**src/rtl/ptp_ts_queue_if.sv**
```systemverilog
// Parser/stream inputs and host-side queue access for the PTP timestamp queue.
// The master drives stream, parser and host strobes; the queue is the slave.
interface ptp_ts_queue_if #(
  parameter int DEPTH_LOG2 = 4,
  parameter int TS_W       = 64
);
  logic [TS_W-1:0]    rtc_time;
  logic               int_valid;
  logic               int_sop;
  logic               ptp_found;
  logic [31:0]        ptp_infor;
  logic               cfg_en;
  logic               q_clear;
  logic               q_rd;
  logic [TS_W+31:0]   q_rd_data;
  logic               q_empty;
  logic               q_full;
  logic [DEPTH_LOG2:0] q_count;
  logic [7:0]         q_ovf_cnt;

  modport master (
    output rtc_time, int_valid, int_sop, ptp_found, ptp_infor, cfg_en, q_clear, q_rd,
    input  q_rd_data, q_empty, q_full, q_count, q_ovf_cnt
  );

  modport slave (
    input  rtc_time, int_valid, int_sop, ptp_found, ptp_infor, cfg_en, q_clear, q_rd,
    output q_rd_data, q_empty, q_full, q_count, q_ovf_cnt
  );
endinterface

```
**src/rtl/ptp_ts_queue.sv**
```systemverilog
// Captures RTC time at each start-of-packet and queues {timestamp, infor} when
// the parser flags a PTP event; the host drains the queue first-word-fall-through.
module ptp_ts_queue #(
  parameter int DEPTH_LOG2 = 4,
  parameter int TS_W       = 64
) (
  input  logic          clk,
  input  logic          rst_n,
  ptp_ts_queue_if.slave bus
);
  localparam int DEPTH = 1 << DEPTH_LOG2;
  localparam int E_W   = TS_W + 32;
  localparam logic [DEPTH_LOG2:0]   DEPTH_C = {1'b1, {DEPTH_LOG2{1'b0}}};
  localparam logic [DEPTH_LOG2:0]   CNT_ONE = {{DEPTH_LOG2{1'b0}}, 1'b1};
  localparam logic [DEPTH_LOG2-1:0] PTR_ONE = {{(DEPTH_LOG2-1){1'b0}}, 1'b1};

  logic [E_W-1:0]        r_mem [DEPTH];
  logic [DEPTH_LOG2-1:0] r_wr_ptr;
  logic [DEPTH_LOG2-1:0] r_rd_ptr;
  logic [DEPTH_LOG2:0]   r_count;
  logic [7:0]            r_ovf_cnt;
  logic [TS_W-1:0]       r_ts_pend;
  logic                  r_found_d1;

  logic w_empty;
  logic w_full;
  logic w_push_req;
  logic w_pop;
  logic w_push_ok;
  logic w_drop;

  assign w_empty    = (r_count == '0);
  assign w_full     = (r_count == DEPTH_C);
  assign w_push_req = bus.ptp_found & ~r_found_d1 & bus.cfg_en;
  assign w_pop      = bus.q_rd & ~w_empty;
  // A pop on the same edge frees the slot, so a full queue still accepts the push.
  assign w_push_ok  = w_push_req & (~w_full | w_pop);
  assign w_drop     = w_push_req & w_full & ~w_pop;

  always_ff @(posedge clk or negedge rst_n) begin
    if (!rst_n) begin
      r_wr_ptr   <= '0;
      r_rd_ptr   <= '0;
      r_count    <= '0;
      r_ovf_cnt  <= '0;
      r_ts_pend  <= '0;
      r_found_d1 <= 1'b0;
    end else begin
      r_found_d1 <= bus.ptp_found;
      if (bus.int_valid && bus.int_sop)
        r_ts_pend <= bus.rtc_time;
      if (bus.q_clear) begin
        r_wr_ptr  <= '0;
        r_rd_ptr  <= '0;
        r_count   <= '0;
        r_ovf_cnt <= '0;
      end else begin
        if (w_push_ok)
          r_wr_ptr <= r_wr_ptr + PTR_ONE;
        if (w_pop)
          r_rd_ptr <= r_rd_ptr + PTR_ONE;
        if (w_push_ok && !w_pop)
          r_count <= r_count + CNT_ONE;
        else if (!w_push_ok && w_pop)
          r_count <= r_count - CNT_ONE;
        if (w_drop && (r_ovf_cnt != 8'hFF))
          r_ovf_cnt <= r_ovf_cnt + 8'd1;
      end
    end
  end

  // Storage needs no reset: an empty queue masks the head to zero.
  always_ff @(posedge clk) begin
    if (w_push_ok && !bus.q_clear)
      r_mem[r_wr_ptr] <= {r_ts_pend, bus.ptp_infor};
  end

  assign bus.q_rd_data = w_empty ? '0 : r_mem[r_rd_ptr];
  assign bus.q_empty   = w_empty;
  assign bus.q_full    = w_full;
  assign bus.q_count   = r_count;
  assign bus.q_ovf_cnt = r_ovf_cnt;
endmodule

```
**src/flat_wrapper.sv**
```systemverilog
// flat-port wrapper written by rule: the top's interface ports become plain ports
module ptp_ts_queue_flat 
#(
  parameter int DEPTH_LOG2 = 4,
  parameter int TS_W       = 64
)
  (clk, rst_n, bus_rtc_time, bus_int_valid, bus_int_sop, bus_ptp_found, bus_ptp_infor, bus_cfg_en, bus_q_clear, bus_q_rd, bus_q_rd_data, bus_q_empty, bus_q_full, bus_q_count, bus_q_ovf_cnt);
  ptp_ts_queue_if #(.DEPTH_LOG2(DEPTH_LOG2), .TS_W(TS_W)) bus_i ();
  input  logic clk;
  input  logic rst_n;
  input wire logic [$bits(bus_i.rtc_time)-1:0] bus_rtc_time;
  input wire logic [$bits(bus_i.int_valid)-1:0] bus_int_valid;
  input wire logic [$bits(bus_i.int_sop)-1:0] bus_int_sop;
  input wire logic [$bits(bus_i.ptp_found)-1:0] bus_ptp_found;
  input wire logic [$bits(bus_i.ptp_infor)-1:0] bus_ptp_infor;
  input wire logic [$bits(bus_i.cfg_en)-1:0] bus_cfg_en;
  input wire logic [$bits(bus_i.q_clear)-1:0] bus_q_clear;
  input wire logic [$bits(bus_i.q_rd)-1:0] bus_q_rd;
  output wire logic [$bits(bus_i.q_rd_data)-1:0] bus_q_rd_data;
  output wire logic [$bits(bus_i.q_empty)-1:0] bus_q_empty;
  output wire logic [$bits(bus_i.q_full)-1:0] bus_q_full;
  output wire logic [$bits(bus_i.q_count)-1:0] bus_q_count;
  output wire logic [$bits(bus_i.q_ovf_cnt)-1:0] bus_q_ovf_cnt;
  assign bus_i.rtc_time = bus_rtc_time;
  assign bus_i.int_valid = bus_int_valid;
  assign bus_i.int_sop = bus_int_sop;
  assign bus_i.ptp_found = bus_ptp_found;
  assign bus_i.ptp_infor = bus_ptp_infor;
  assign bus_i.cfg_en = bus_cfg_en;
  assign bus_i.q_clear = bus_q_clear;
  assign bus_i.q_rd = bus_q_rd;
  assign bus_q_rd_data = bus_i.q_rd_data;
  assign bus_q_empty = bus_i.q_empty;
  assign bus_q_full = bus_i.q_full;
  assign bus_q_count = bus_i.q_count;
  assign bus_q_ovf_cnt = bus_i.q_ovf_cnt;
  ptp_ts_queue #(.DEPTH_LOG2(DEPTH_LOG2), .TS_W(TS_W)) u_core (.clk(clk), .rst_n(rst_n), .bus(bus_i));
endmodule
```
**config.mk**
```make
export PLATFORM = sky130hd
export DESIGN_NAME = ptp_ts_queue_flat
export DESIGN_NICKNAME = d
export VERILOG_FILES = /design/src/rtl/ptp_ts_queue_if.sv /design/src/rtl/ptp_ts_queue.sv /design/src/flat_wrapper.sv
export SDC_FILE = /design/constraint.sdc
export NUM_CORES = 1
export LEC_CHECK = 0
export BUFFER_PORTS_ARGS = -buffer_cell sky130_fd_sc_hd__clkbuf_2
export CORE_AREA = 2 2 322 324
export CTS_CLUSTER_DIAMETER = 30
export DETAILED_ROUTE_END_ITERATION = 10
export DIE_AREA = 0 0 324 326
export PLACE_DENSITY = 0.78
export SETUP_SLACK_MARGIN = 0.02
export SYNTH_ARGS = -nofsm -noshare
export SYNTH_HDL_FRONTEND = slang
export SYNTH_SLANG_ARGS = --single-unit
```
**constraint.sdc**
```tcl
create_clock -name clk -period 7.3 [get_ports clk]
set_input_delay 0.365 -clock clk [delete_from_list [all_inputs] [get_ports clk]]
set_output_delay 0.365 -clock clk [all_outputs]
set_load 0.005 [all_outputs]
```
## After elaboration in Yosys (flattened, before gate mapping)

Memories as Yosys holds them, arrays and structs flattened.
Cells that the tools add are included.

| operators by class | value |
|---|---|
| bitwise logic cells | 11 |
| $add $sub $neg | 5 |
| equality and inequality tests | 2 |
| multiplexer cells | 12 |
| reductions and logical operators | 13 |

Operator list:

| cell | count |
|---|---|
| $mux 96 | 1 |
| $mux 4 | 4 |
| $mux 8 | 2 |
| $mux 5 | 3 |
| $add 4x1->4 const B | 2 |
| $add 8x1->8 const B | 1 |
| $ne 8x8->1 const B | 1 |
| $and 1x1->1 | 6 |
| $reduce_bool 2->1 | 3 |
| $add 5x1->5 const B | 1 |
| $eq 5x5->1 const B | 1 |
| $logic_and 1x1->1 | 5 |
| $logic_not 5->1 | 1 |
| $sub 5x1->5 const B | 1 |
| $not 1->1 | 4 |
| $logic_not 1->1 | 3 |
| $reduce_bool 3->1 | 1 |
| $mux 1 | 2 |
| $or 1x1->1 | 1 |

| word-level totals | value |
|---|---|
| output and inout bits | 111 |
| memories kept | 1 |
| register bits | 86 |
| memory bits (writable) | 1536 |

Memory list:

| name | words | bits a word | read ports | clocked after Yosys merged registers in | wr ports | line | source |
|---|---|---|---|---|---|---|---|
| u_core.r_mem | 16 | 96 | 1 | 0 | 1 | ptp_ts_queue.sv:17 | `logic [E_W-1:0] r_mem [DEPTH];` |

## Depth between registers and ports, before layout

| logic depth | value |
|---|---|
| word-level depth | 10 |
| mapped depth | 9 |

## Worst setup path before layout

No wires, ideal clock.

| path | value |
|---|---|
| path kind | input to register |
| start | in bus_q_rd |
| end | mem u_core.r_mem[0][0] in the netlist's numbering, enable pin |
| library setup time | 552 ps |
| path slack | 1470 ps |
| data arrival time | 5278 ps |
| stages on the path | 5 |
| required time | 6748 ps |
| cells stage by stage | clkbuf_2 inv_1 a31oi_2 nand2_1 nor2_1 |

| between the ends | value |
|---|---|
| word-level cells in the longest chain between the ends | 6 |

Ends and longest elaborated chain:

| item | line | source |
|---|---|---|
| start: declaration | flat_wrapper.sv:18 | `input wire logic [$bits(bus_i.q_rd)-1:0] bus_q_rd;` |
| $and 1x1->1 | ptp_ts_queue.sv:35 | `assign w_pop = bus.q_rd & ~w_empty;` |
| $or 1x1->1 | ptp_ts_queue.sv:37 | `assign w_push_ok = w_push_req & (~w_full \| w_pop);` |
| $and 1x1->1 | ptp_ts_queue.sv:37 |  |
| $logic_and 1x1->1 | ptp_ts_queue.sv:74 | `if (w_push_ok && !bus.q_clear)` |
| $mux 1 | ptp_ts_queue.sv:74 |  |
| $mux 1 (not written as such) | ptp_ts_queue.sv:75 | `r_mem[r_wr_ptr] <= {r_ts_pend, bus.ptp_infor};` |
| end: declaration | ptp_ts_queue.sv:17 |  |

Every way passes these cells.

## Worst setup path in the final report

| path | value |
|---|---|
| start | reg u_core.r_rd_ptr[1] |
| end | out bus_q_rd_data[91] |

| between the ends | value |
|---|---|
| word-level cells in the longest chain between the ends | 2 |

Ends and longest elaborated chain:

| item | line | source |
|---|---|---|
| start: declaration | ptp_ts_queue.sv:19 | `logic [DEPTH_LOG2-1:0] r_rd_ptr;` |
| start signal: assignment | ptp_ts_queue.sv:61 | `r_rd_ptr <= r_rd_ptr + PTR_ONE;` |
| $mem_v2 16x96 | - |  |
| $mux 96 | ptp_ts_queue.sv:78 | `assign bus.q_rd_data = w_empty ? '0 : r_mem[r_rd_ptr];` |
| end: declaration | flat_wrapper.sv:19 | `output wire logic [$bits(bus_i.q_rd_data)-1:0] bus_q_rd_data;` |

Every way passes these cells.

==> out/qor.yml <==
report.final.slew_viol_count: 0
crit_slowest_cell: "dfrtp_4"
sequentialPowerShare_pct: 38.6
min_delay_path_depth: 4
place.detailed.hpwl_um: 71100
clkPwrFrac_pct: 47.0
path_max_fanout: 67
cp_common_cell: "a22oi_1"
clock_insertion_delay_worst_skew_ps: 870
synth_edf_count: 1536
syn_avg_cell_area_um2: 22.7
synthesis.instances: 2722
global_route.usage.total_pct: 31.0
critical_path_depth: 6
synth_area_um2: 61800
peak_vdd_ir_v: 0.000291
synth_largest_type_area_fraction_pct: 74.6
routed_wirelength_normalized_by_instance_count_um: 33.4
setup_viol_count_final: 0
viasPerCell: 6.80
synth.yosys.warnings: 0
fp.dieArea_um2: 106000
swShare_pct: 25.7
power_switching_mw: 7.21
worstSetupStartpointType: "register"
holdCritPathClass: "input port to register"
grt_max_degree: 169
die-height_um: 326
maxClockFrequency_mhz: 204
global_route_total_overflow: 0
place.port_buffers: 214
postSynthRegisterBits: 1622
worst-endpoint-required_ps: 6930
total_vias_in_the_final_route: 32800
synth_top_cells_by_area: "edfxtp_1, mux4_2, dfrtp_1"
slew_headroom_pct: 6.50
first_iter_violations: 4679
layout_min_cycle_time_ps: 4910
criticalPathCategory: "register to output port"
combinationalPowerShare_pct: 14.4
ff2ff_path_depth: 5
clkSinkCount: 1622
finish.net_count: 3336
critical_path.startpoint: "u_core.r_rd_ptr[1]"
rows: 118
worstMarginPinSlew_ps: 1400
hold_start: "bus_q_rd"
cell_internal_pwr_mw: 20.8
tritoncts: "built"
drcViolationCount: 0
p_leak_nw: 25.3
synth_most_common_cell: "edfxtp_1"
cts-resized-gates: 0
timing.critical_path.max_delay_family: "compound AO/OA/AOI/OAI gates"
drt_pass1_iterations: 5
outcome: "completed"
start_util_pct: 60.3
grt_pass1_vias: 34800
tns_ps: 0
finalHoldViolCount: 0
final_layout_size_suffix_gt1_share_pct: 33.6
timing.critical_path.buf_inv: 2
critPathArrivalTime_ps: 4550
asyncSetResetFlopFracSynth_pct: 5.30
standard_cell_core_area_um2: 103000
count_of_cell_types_in_the_netlist: 51
cap_viol_max_count: 0
yosys.area.top_type: "edfxtp_1"
design_power_total_mw: 28.0
boundaryPins: 215
synth_top_cells_by_count: "edfxtp_1, mux4_2, mux2i_1"
timing.critical_path.slowest_cell_delay_ps: 950
postRouteWirelength_um: 161000
ys.flop_type: "edfxtp_1"
place_congestion: 0.785
grt_pass1_wl_um: 235000
net_count_of_the_mapped_netlist: 2837
filler_instances: 5219
timing.critical_path.cells: "buf_4 > nor2b_4 > a22oi_1 > a22oi_1 > o21ai_0 > clkbuf_2"
syn2layout_area_growth_pct: 21.5
numCtsBuffers: 286
cts.reportedPaths.clkPinSlew_ps: 40
r2r_start: "u_core.bus.q_count[0]"
die_w_um: 324
timing.critical_path.to_type: "output port"
cts-root-to-sink-buffers: 4
cts_max_level: 5
power-per-cell-area_nw_per_um2: 373
synth-seq-area-share_pct: 78.1
placedCellCount: 4215
layout.cells.non_filler: 4820
worst_clock_skew_ps: 68.0
rsz0062_at_grt: "false"
route.antenna.remaining_nets: 0
antenna_violations_before_repair: 10
post-route-period-util_pct: 67.3
buffer_type_at_the_clock_tree_root: "clkbuf_16"
==> per-layer routing <==
metal / GRT usage (%) / routed length (um) / vias up / part of all wire (%)
met2: 49.4 / 80800 / 2628 / 50
li1: - / - / 12700 / -
met3: 7.18 / 17000 / 459 / 11
met5: 0 / 34 / - / 0.021
met1: 41.2 / 56600 / 17000 / 35
met4: 14.0 / 6450 / 6 / 4.0
==> kinds of logic (layout without fill, tap and decap cells) <==
logic type | count (synthesis) | count (layout) | synth area share [%]
buffers and inverters | 154 | 868 | 1.10
adder cells (fa/ha/maj) | 11 | 11 | 0.235
AND/OR/NAND/NOR | 83 | 83 | 0.688
XOR/XNOR | 6 | 6 | 0.0850
AO/OA/AOI/OAI | 232 | 232 | 2.64
other | 0 | 4 | 0
multiplexers | 614 | 614 | 17.2
flip-flops | 1622 | 1622 | 78.1
==> what timing repair did <==
| action | in CTS | in global routing |
|---|---|---|
| buffers inserted | 0 | 0 |
| hold buffers | 98 | 0 |
| hold endpoints to repair | 614 | 0 |
| setup endpoints to repair | 0 | 0 |
==> layout make-up <==
class | count | area [um2] | area share, %
clock inverters | 179 | 2050 | 2.73
inverters | 8 | 37.5 | 0.0499
diodes | 4 | 10.0 | 0.0133
flip-flops and latches | 1622 | 48300 | 64.2
well taps | 1380 | 1730 | 2.30
multi-input cells | 946 | 13100 | 17.4
repair buffers | 357 | 2540 | 3.38
clock buffers | 324 | 7430 | 9.89
==> tightest hold or removal path: stages <==
cell,delay (ps)
clkbuf_2,190
o2111ai_1,170
xnor2_1,80
nor2_1,70
==> power groups by stage <==
| stage | Combinational, mW | Clock (mW) | Sequential [mW] |
|---|---|---|---|
| 6_report | 4.02 | 13.2 | 10.8 |
| 5_1_grt | 4.24 | 13.6 | 10.8 |
| 4_1_cts | 4.01 | 13.2 | 10.8 |
| 3_5_place_dp | 3.84 | 0 | 11.0 |
| 3_3_place_gp | 3.78 | 0 | 10.9 |
| 2_1_floorplan | 2.56 | 0 | 10.8 |
==> state kept, by name, indices dropped and copies added (netlist names) <==
register and flops:
u_core.r_found_d1 1, u_core.r_mem 1536, u_core.r_ts_pend 64, u_core.r_wr_ptr 4, u_core.bus.q_ovf_cnt 8, u_core.r_rd_ptr 4
u_core.bus.q_count 5
==> final timing paths <==
path / end / slack (ps)
worst max-delay path: bus_q_rd_data[91] / 2390
worst min-delay path: u_core.r_rd_ptr[3] / 90
worst max register to register: u_core.r_mem[7][58] / 3220
worst min register to register: u_core.bus.q_ovf_cnt[5] / 620
max in group asynchronous: u_core.r_rd_ptr[1] / 5710
min in group asynchronous: u_core.r_ts_pend[43] / 130
==> cells in the final DEF, fill, tap and decap left out, types with 22 or more instances in the layout <==
| master | n |
|---|---|
| clkinv_2 | 43 |
| clkbuf_16 | 289 |
| edfxtp_1 | 1536 |
| buf_4 | 34 |
| clkinv_1 | 31 |
| clkbuf_2 | 213 |
| dlygate4sd3_1 | 98 |
| mux2_2 | 65 |
| o22ai_1 | 63 |
| o21ai_0 | 39 |
| bufinv_16 | 34 |
| clkbuf_1 | 28 |
| clkinvlp_4 | 22 |
| mux4_2 | 351 |
| a22oi_1 | 66 |
| a32oi_1 | 33 |
| mux2i_1 | 197 |
| dfrtp_1 | 84 |
==> metrics by stage <==
step	worst slack, ps	util, %	instance area [um2]	hold WS [ps]
floorplan	1470	-	61800	69.4
global placement	3370	63.0	64700	484
detailed placement	3300	63.0	64700	495
CTS	2380	73.2	75100	27.8
global route	2250	73.2	75100	94.1
finish	2390	73.2	75200	94.1
Power figures use the tool's default switching activity.
